File: src/rtl/data_mem_arbiter.sv
// Two-port round-robin arbiter in front of a single-port data memory.
// Each transaction runs IDLE -> SETUP -> (STROBE) -> DONE -> IDLE; out-of-range addresses short-cut to DONE with err.
module data_mem_arbiter #(
    parameter int ADDR_W    = 8,
    parameter int DATA_W    = 8,
    parameter int MEM_DEPTH = 32
) (
    input  logic              clk,
    input  logic              reset,
    input  logic              req_a,
    input  logic              we_a,
    input  logic [ADDR_W-1:0] addr_a,
    input  logic [DATA_W-1:0] wdata_a,
    input  logic              req_b,
    input  logic              we_b,
    input  logic [ADDR_W-1:0] addr_b,
    input  logic [DATA_W-1:0] wdata_b,
    output logic              gnt_a,
    output logic              gnt_b,
    output logic              done_a,
    output logic              done_b,
    output logic              err_a,
    output logic              err_b,
    output logic [DATA_W-1:0] rdata_a,
    output logic [DATA_W-1:0] rdata_b,
    output logic              busy,
    output logic [ADDR_W-1:0] mem_addr,
    output logic [DATA_W-1:0] mem_wdata,
    output logic              mem_write,
    input  logic [DATA_W-1:0] mem_rdata
);

    typedef enum logic [1:0] {
        ST_IDLE   = 2'd0,
        ST_SETUP  = 2'd1,
        ST_STROBE = 2'd2,
        ST_DONE   = 2'd3
    } state_t;

    localparam logic [ADDR_W:0] DEPTH_L = (ADDR_W + 1)'(MEM_DEPTH);

    state_t              state_r;
    state_t              next_state_s;
    logic                owner_b_r;
    logic                last_b_r;
    logic                lat_we_r;
    logic                err_pend_r;
    logic                pick_b_s;
    logic                next_owner_b_s;
    logic                next_err_s;
    logic                arb_s;
    logic                legal_s;
    logic                sel_we_s;
    logic [ADDR_W-1:0]   sel_addr_s;
    logic [DATA_W-1:0]   sel_wdata_s;
    logic                gnt_a_r;
    logic                gnt_b_r;
    logic                done_a_r;
    logic                done_b_r;
    logic                err_a_r;
    logic                err_b_r;
    logic                busy_r;
    logic                mem_write_r;
    logic [ADDR_W-1:0]   mem_addr_r;
    logic [DATA_W-1:0]   mem_wdata_r;
    logic [DATA_W-1:0]   rdata_a_r;
    logic [DATA_W-1:0]   rdata_b_r;

    // Round-robin pick: on a tie the port not granted last time wins.
    always_comb begin
        pick_b_s = 1'b0;
        if (req_a && req_b) begin
            pick_b_s = ~last_b_r;
        end else if (req_b) begin
            pick_b_s = 1'b1;
        end else begin
            pick_b_s = 1'b0;
        end
    end

    assign arb_s       = (state_r == ST_IDLE) && (req_a || req_b);
    assign sel_we_s    = pick_b_s ? we_b    : we_a;
    assign sel_addr_s  = pick_b_s ? addr_b  : addr_a;
    assign sel_wdata_s = pick_b_s ? wdata_b : wdata_a;
    assign legal_s     = ({1'b0, sel_addr_s} < DEPTH_L);

    // Next-state logic, plus the owner/error context the next state will carry.
    always_comb begin
        next_state_s   = state_r;
        next_owner_b_s = owner_b_r;
        next_err_s     = err_pend_r;
        case (state_r)
            ST_IDLE: begin
                if (req_a || req_b) begin
                    next_owner_b_s = pick_b_s;
                    next_err_s     = ~legal_s;
                    next_state_s   = legal_s ? ST_SETUP : ST_DONE;
                end else begin
                    next_state_s   = ST_IDLE;
                end
            end
            ST_SETUP:  next_state_s = lat_we_r ? ST_STROBE : ST_DONE;
            ST_STROBE: next_state_s = ST_DONE;
            ST_DONE:   next_state_s = ST_IDLE;
            default:   next_state_s = ST_IDLE;
        endcase
    end

    // State register.
    always_ff @(posedge clk or posedge reset) begin
        if (reset) begin
            state_r <= ST_IDLE;
        end else begin
            state_r <= next_state_s;
        end
    end

    // Transaction context latched at arbitration; the memory bus only moves for legal addresses.
    always_ff @(posedge clk or posedge reset) begin
        if (reset) begin
            owner_b_r   <= 1'b0;
            last_b_r    <= 1'b1;
            lat_we_r    <= 1'b0;
            err_pend_r  <= 1'b0;
            mem_addr_r  <= {ADDR_W{1'b0}};
            mem_wdata_r <= {DATA_W{1'b0}};
        end else if (arb_s) begin
            owner_b_r  <= pick_b_s;
            last_b_r   <= pick_b_s;
            lat_we_r   <= sel_we_s;
            err_pend_r <= ~legal_s;
            if (legal_s) begin
                mem_addr_r  <= sel_addr_s;
                mem_wdata_r <= sel_wdata_s;
            end
        end
    end

    // Registered handshake outputs decoded from the state being entered.
    always_ff @(posedge clk or posedge reset) begin
        if (reset) begin
            gnt_a_r     <= 1'b0;
            gnt_b_r     <= 1'b0;
            done_a_r    <= 1'b0;
            done_b_r    <= 1'b0;
            err_a_r     <= 1'b0;
            err_b_r     <= 1'b0;
            busy_r      <= 1'b0;
            mem_write_r <= 1'b0;
        end else begin
            gnt_a_r     <= (next_state_s != ST_IDLE) && !next_owner_b_s;
            gnt_b_r     <= (next_state_s != ST_IDLE) &&  next_owner_b_s;
            done_a_r    <= (next_state_s == ST_DONE) && !next_owner_b_s;
            done_b_r    <= (next_state_s == ST_DONE) &&  next_owner_b_s;
            err_a_r     <= (next_state_s == ST_DONE) && !next_owner_b_s && next_err_s;
            err_b_r     <= (next_state_s == ST_DONE) &&  next_owner_b_s && next_err_s;
            busy_r      <= (next_state_s != ST_IDLE);
            mem_write_r <= (next_state_s == ST_STROBE);
        end
    end

    // Read data is captured on the edge leaving SETUP, into the owner's register only.
    always_ff @(posedge clk or posedge reset) begin
        if (reset) begin
            rdata_a_r <= {DATA_W{1'b0}};
            rdata_b_r <= {DATA_W{1'b0}};
        end else if ((state_r == ST_SETUP) && !lat_we_r) begin
            if (owner_b_r) begin
                rdata_b_r <= mem_rdata;
            end else begin
                rdata_a_r <= mem_rdata;
            end
        end
    end

    assign gnt_a     = gnt_a_r;
    assign gnt_b     = gnt_b_r;
    assign done_a    = done_a_r;
    assign done_b    = done_b_r;
    assign err_a     = err_a_r;
    assign err_b     = err_b_r;
    assign busy      = busy_r;
    assign mem_write = mem_write_r;
    assign mem_addr  = mem_addr_r;
    assign mem_wdata = mem_wdata_r;
    assign rdata_a   = rdata_a_r;
    assign rdata_b   = rdata_b_r;

endmodule

File: config.mk
export PLATFORM = sky130hd
export DESIGN_NAME = data_mem_arbiter
export DESIGN_NICKNAME = d
export VERILOG_FILES = /design/src/rtl/data_mem_arbiter.sv
export SDC_FILE = /design/constraint.sdc
export NUM_CORES = 1
export LEC_CHECK = 0
export ABC_CLOCK_PERIOD_IN_PS = 5950
export CAP_MARGIN = 20
export CELL_PAD_IN_SITES_DETAIL_PLACEMENT = 1
export CELL_PAD_IN_SITES_GLOBAL_PLACEMENT = 1
export CORE_UTILIZATION = 34
export CTS_BUF_LIST = sky130_fd_sc_hd__clkbuf_16
export DETAILED_ROUTE_END_ITERATION = 16
export GPL_TIMING_DRIVEN = 1
export PLACE_DENSITY_LB_ADDON = 0.25
export SLEW_MARGIN = 20
export SYNTH_ARGS = -nofsm -noshare
export SYNTH_HDL_FRONTEND = slang
export SYNTH_SLANG_ARGS = --single-unit
File: constraint.sdc
create_clock -name clk -period 5.95 [get_ports clk]
set_clock_uncertainty 0.15 [all_clocks]
set_input_delay 1.785 -clock clk [delete_from_list [all_inputs] [get_ports clk]]
set_output_delay 1.785 -clock clk [all_outputs]
set_load 0.01 [all_outputs]
==> results.md, run 1 <==
* Total GRT Usage at roughly 16%
* Clock transition at the registers of the reported paths at around 60 ps
* Mapped Area at 1939 µm²
* Layout cells sized above 1 at approximately 23%
* Lkg Pwr at 1.269 nW
* CP cell instances: clkdlybuf4s50_1, a21boi_4, mux2i_1, nor2_4, mux2_2
* Hold Path Class: reg -> reg
* MaxCap Viol Count at 0
* Nets at 278
* Number of buffers added on ports at 85
* Global-route wire length before repair at approximately 7300 µm
* Net count after synthesis at about 190
* Synth-to-Final Area Change at 54.97%
* Vias in the first global route at roughly 1500
* Cells after synthesis at ~140
* Clock sinks at 46
* Post_cts resized at 0
* DR DRC count at 0
* Kind of critical path: in -> reg
* Synth cell types at 24
* Crit-path max FO at 19
* Synth Register Bits at 46
* Global route overflow at 0
* Crit end category: register
* Crit path launch type: input pin
* Max clock buf depth at 2
* Min Tclk post-route at approximately 3900 ps
* Final Max Slew Viols at 0
* Die width at roughly 78 µm
* Die Y at roughly 78 µm
* Delay-heaviest family, CP: multiplexers
* Via-per-instance ratio at 4.601
* Unrepaired setup endpoints after global routing: no
* Post-DP HPWL at about 3200 µm
* Peak VDD IR at around 0.00019 V
* Measured slew at the worst slew-check pin at about 940 ps
* Cell with the largest stage delay on the worst path: clkdlybuf4s50_1
* Pin count of the biggest net entering global routing at 47
* Full die area at 6010 µm²
* Diode count at 0
* DRT iter0 DRCs at 26
* Drt first pass iters at 4
* Sequential element share of the synthesized area at 59.42%
* Fin crit share at between 60 and 70%
* FMAX at around 260 MHz
* Placement Cell Area at about 2900 µm²
* CTS tree: done
* Vias at between 1000 and 1500
* Wire per inst at about 14 µm
* Row count at 27
* Initial antenna violation count at 0
* Core area at 5507 µm²
* Cell area after layout at around 3000 µm²
* Final setup viols at 0
* Postcts setup bufs at 0
* Critical Path RT at 5960 ps
* Wirelength, routed at ~4200 µm
* Avg Inst Size Synth at between 10 and 15 µm²
* H-tree levels at 2
* Hold buffers post-CTS at 0
* Yosys warning total at 0
* Clk_lat worst skew at around 280 ps
* Status: finished, final reports clean
* Total power divided by cell area at 478.5 nW/µm²
* Max-slew headroom at 37.19%
* # IOs at 86
* Data arrival, critical path at about 3900 ps
* Starting Density at between 30% and 40%
* Final count of hold timing violations at 0
* Global placer's final weighted congestion at between 0.7 and 0.8
* Root Buffer: clkbuf_16
* Post-Route Setup TNS at 0 ps
* DRT antenna net count at 0
* Cts bufs inserted at 5
* CP peak stage delay at roughly 520 ps
* Buf/Inv on CP at 1
[worst min-delay path: cells and delay by family, from the launching register on]
family	cells	cell delay [ps]
flip-flops	1	350
AO/OA/AOI/OAI	1	60
AND/OR/NAND/NOR	1	50
[state kept, by name (all words and copies together) (netlist names), 2 cells and up]
| signal | cells |
|---|---|
| mem_addr | 8 |
| mem_wdata | 8 |
| rdata_a | 8 |
| rdata_b | 8 |
| state_r | 2 |
[cell type report]
type	instances	area, µm²
Clock buffer	5	125.1
Clock inverter	3	16.27
Fill cell	580	2501
Inverter	7	26.28
Multi-Input combinational cell	83	744.5
Sequential cell	46	1152
Tap cell	72	90.09
Timing Repair Buffer	85	850.8
[cells in the mapped netlist]
cell      number  area [µm²]
dfrtp_1       45        1126
mux2_2        42       473.0
nor2_1         8       30.03
inv_1          7       26.28
ha_1           4       50.05
nand2_1        4       15.01
a21oi_1        3       15.01
nor2b_1        3       18.77
a31oi_1        2       12.51
mux2i_1        2       20.02
nand2b_1       2       12.51
nor3_1         2       10.01
nor4_1         2       12.51
o21ai_0        2       10.01
a21boi_4       1       18.77
a22oi_1        1       7.510
buf_2          1       5.000
buf_6          1       11.26
dfstp_2        1       26.28
nand3_1        1       5.000
nand3b_1       1       7.510
nor2_4         1       11.26
o21a_1         1       7.510
o31ai_1        1       7.510
[cells in the final DEF (no fill, tap or decap), types with 2 or more instances in the layout]
cell             count
clkdlybuf4s50_1     85
dfrtp_1             45
mux2_2              42
nor2_1               8
inv_1                6
clkbuf_16            5
nand2_1              4
ha_1                 4
nor2b_1              3
a21oi_1              3
o21ai_0              2
nor3_1               2
mux2i_1              2
a31oi_1              2
nand2b_1             2
nor4_1               2
[logic make-up after synthesis]
family | after synthesis | share of synthesized area (%)
multiplexers | 44 | 25.42
AO/OA/AOI/OAI | 11 | 4.065
adder cells (fa/ha/maj) | 4 | 2.581
buffers and inverters | 9 | 2.194
flip-flops | 46 | 59.42
AND/OR/NAND/NOR | 24 | 6.322
[stage by stage]
stage	std cells	worst slack, ps	hold WS [ps]	utilization (%)	power, mW
3_5_place_dp	293	1703	335.2	52.01	1.190
3_3_place_gp	293	1729	321.9	52.01	1.173
4_1_cts	301	1993	348.4	54.58	1.462
6_report	301	2054	338.0	54.58	1.438
5_1_grt	301	1849	372.2	54.58	1.535
2_1_floorplan	138	2747	304.2	-	0.8454
[final timing paths]
kind / slack, ps / endpoint / cells after the start / from
setup reg to reg: 3740 / mem_addr[0] / 4 / last_b_r
min in group asynchronous: 1890 / rdata_b[7] / 2 / reset
hold / removal: 340 / lat_we_r / 2 / lat_we_r
setup / recovery: 2050 / mem_addr[0] / 5 / req_b
max in group asynchronous: 3180 / mem_wdata[3] / 2 / reset
hold reg to reg: 340 / lat_we_r / 2 / lat_we_r
[per-layer routing]
metal	GRT usage, %	up-vias	part of all wire [%]
met2	24.60	66	45
met5	0	-	0
met1	20.20	646	46
met3	6.000	4	8.6
met4	3.396	0	0.82
li1	-	669	-
[power by group]
| part | internal, mW | switching [mW] | leakage (nW) |
|---|---|---|---|
| registers | 0.461 | 0.0688 | 0.561 |
| logic | 0.381 | 0.265 | 0.640 |
| clock network | 0.153 | 0.110 | 0.0672 |
Power figures use the tool's default switching activity.
==> run 2: changes to the inputs <==
--- a/config.mk
+++ b/config.mk
@@ -5,11 +5,11 @@
 export SDC_FILE = /design/constraint.sdc
 export NUM_CORES = 1
 export LEC_CHECK = 0
-export ABC_CLOCK_PERIOD_IN_PS = 5950
+export ABC_CLOCK_PERIOD_IN_PS = 3300
 export CAP_MARGIN = 20
 export CELL_PAD_IN_SITES_DETAIL_PLACEMENT = 1
 export CELL_PAD_IN_SITES_GLOBAL_PLACEMENT = 1
-export CORE_UTILIZATION = 34
+export CORE_UTILIZATION = 29
 export CTS_BUF_LIST = sky130_fd_sc_hd__clkbuf_16
 export DETAILED_ROUTE_END_ITERATION = 16
 export GPL_TIMING_DRIVEN = 1
==> constraint.sdc (replaced) <==
create_clock -name clk -period 3.3 [get_ports clk]
set_clock_uncertainty 0.15 [all_clocks]
set_input_delay 0.99 -clock clk [delete_from_list [all_inputs] [get_ports clk]]
set_output_delay 0.99 -clock clk [all_outputs]
set_load 0.01 [all_outputs]
==> results.md, run 2 (synthesis results as in run 1) <==
* Status: finished, final reports clean
* Postcts setup bufs at 0 (unchanged)
* Hold Path Class: reg -> reg
* FMAX at 368.6 MHz
* Max-slew headroom at 48.35% (+11 points)
* R2R Path End: mem_wdata[6]
* Global-route wire length before repair at 7527 µm (+2.8%)
* Reg2Reg Depth at 5 (+1)
* Starting Density at 30.37% (-4.9 points)
* Full die area at 7018 µm² (+17%)
* Die width at 83.78 µm (+8.1%)
* Critical Path RT at 3310 ps (-2650 ps)
* Root Buffer: clkbuf_16
* Via-per-instance ratio at 4.617 (+0.34%)
* Layout cells sized above 1 at 23.38% (+0.23 points)
* Global route overflow at 0 (unchanged)
* Hold buffers post-CTS at 0 (unchanged)
* Crit-path max FO at 19 (unchanged)
* Min Hold Slack at 343.8 ps (+5.815 ps)
* Drt first pass iters at 4 (unchanged)
* Final setup viols at 0 (unchanged)
* Clk_lat worst skew at 280 ps (about the same)
* Initial antenna violation count at 0 (unchanged)
* Wirelength, routed at 4355 µm (+2.6%)
* Max clock buf depth at 2 (unchanged)
* Lkg Pwr at 1.298 nW (+2.3%)
* Number of buffers added on ports at 85 (unchanged)
* # IOs at 86 (unchanged)
* Kind of critical path: in -> reg
* Hold Path End: err_pend_r
* Post-Route Setup TNS at 0 ps (unchanged)
* Commonest cells after routing, fill and taps aside: clkdlybuf4s50_1 (85), dfrtp_1 (45), mux2_2 (42), nor2_1 (8), inv_1 (8)
* Post_cts resized at 0 (unchanged)
* Tot Pwr at 2.668 mW (+85%)
* MaxCap Viol Count at 0 (unchanged)
* Min Tclk post-route at 2713 ps
* Total power divided by cell area at 875.2 nW/µm² (+83%)
* Hold path start: err_pend_r
* Global placer's final weighted congestion at 0.6939 (-2.4%)
* Reg2reg start: state_r[0]
* Final count of hold timing violations at 0 (unchanged)
* Fin crit share at between 80% and 90%
* H-tree levels at 2 (unchanged)
* Fillers at 668 (+15%)
* Final Max Slew Viols at 0 (unchanged)
* Cts bufs inserted at 5 (unchanged)
* Core area at 6386 µm² (+16%)
* Hold path cells at 2 (unchanged)
* Crit path launch type: input pin
* Unrepaired setup endpoints after global routing: no
* Diode count at 0 (unchanged)
* Most common cell after layout, fill and taps aside: clkdlybuf4s50_1
* Clock sinks at 46 (unchanged)
* Nets at 280 (+0.72%)
* Row count at 29 (+7.4%)
* Measured slew at the worst slew-check pin at 771.9 ps (-168.8 ps)
* CTS tree: done
* Post-DP HPWL at 3236 µm (+1.8%)
* Vias at 1422 (+2.7%)
* Peak VDD IR at 0.0003906 V (+100%)
* Pin count of the biggest net entering global routing at 47 (unchanged)
* DR DRC count at 0 (unchanged)
* Total GRT Usage at 13.62% (-2.0 points)
* DRT iter0 DRCs at 32 (+23%)
* Crit end category: register
* Wire per inst at 14.14 µm (+0.24%)
* Synth-to-Final Area Change at 57.16%
* Data arrival, critical path at 2730 ps (-1180 ps)
* Worst R2R Setup Slack at 1120 ps (-2620 ps)
* Die Y at 83.78 µm (+8.1%)
* DRT antenna net count at 0 (unchanged)
* Clock transition at the registers of the reported paths at 60 ps (about the same)
* Vias in the first global route at 1547 (+3.5%)
## run 2: changes by cell type in the layout (fill, tap and decap cells not counted)
cell,before,now
buf_4,0,2
bufinv_16,0,1
clkinv_1,1,0
clkinv_2,1,0
clkinvlp_4,1,0
inv_1,6,8
## run 2: layout make-up
cell class / instances / area [µm²] / area share [%]
flip-flops and latches: 46 / 1152 / 37.81
inverters: 7 / 26.28 / 0.8621
repair buffers: 87 / 865.8 / 28.41
clock buffers: 5 / 125.1 / 4.105
well taps: 77 / 96.34 / 3.161
clock inverters: 3 / 37.54 / 1.232
multi-input cells: 83 / 744.5 / 24.43
## run 2: where the power goes
group / leakage [nW] / internal (mW) / total [mW] / switching (mW)
Clock: 0.0864 / 0.351 / 0.547 / 0.195
Sequential: 0.561 / 0.831 / 0.954 / 0.123
Combinational: 0.650 / 0.689 / 1.17 / 0.478
## run 2: metrics by stage
stage          cells  utilization, %  setup WS (ps)  area [µm²]
2_1_floorplan    138               -          892.4        1939
3_3_place_gp     300           45.18          331.8        2885
3_5_place_dp     300           45.18          255.9        2885
4_1_cts          308           47.73          546.7        3048
5_1_grt          308           47.73          456.3        3048
6_report         308           47.73          587.3        3048
## run 2: worst max-delay path by stage
stage                     startpoint      endpoint  cells after the start
after floorplan                req_b  mem_wdata[0]                      5
after global placement         req_a  mem_wdata[2]                      4
after detailed placement       req_b  mem_wdata[6]                      5
after CTS                      req_b  mem_wdata[6]                      5
after global routing           req_a  mem_wdata[4]                      4
final                          req_b  mem_wdata[6]                      5
## run 2: per-layer routing
metal	share of wire, %	vias up	global-route usage, %
met4	1.3	0	4.160
li1	-	663	-
met3	8.8	6	5.341
met1	46	687	16.82
met2	44	66	21.95
met5	0	-	0
## run 2: critical path, cell delays in order
cell and delay [ps]:
clkdlybuf4s50_1 520, a21boi_4 210, mux2i_1 160, nor2_4 440
mux2_2 390
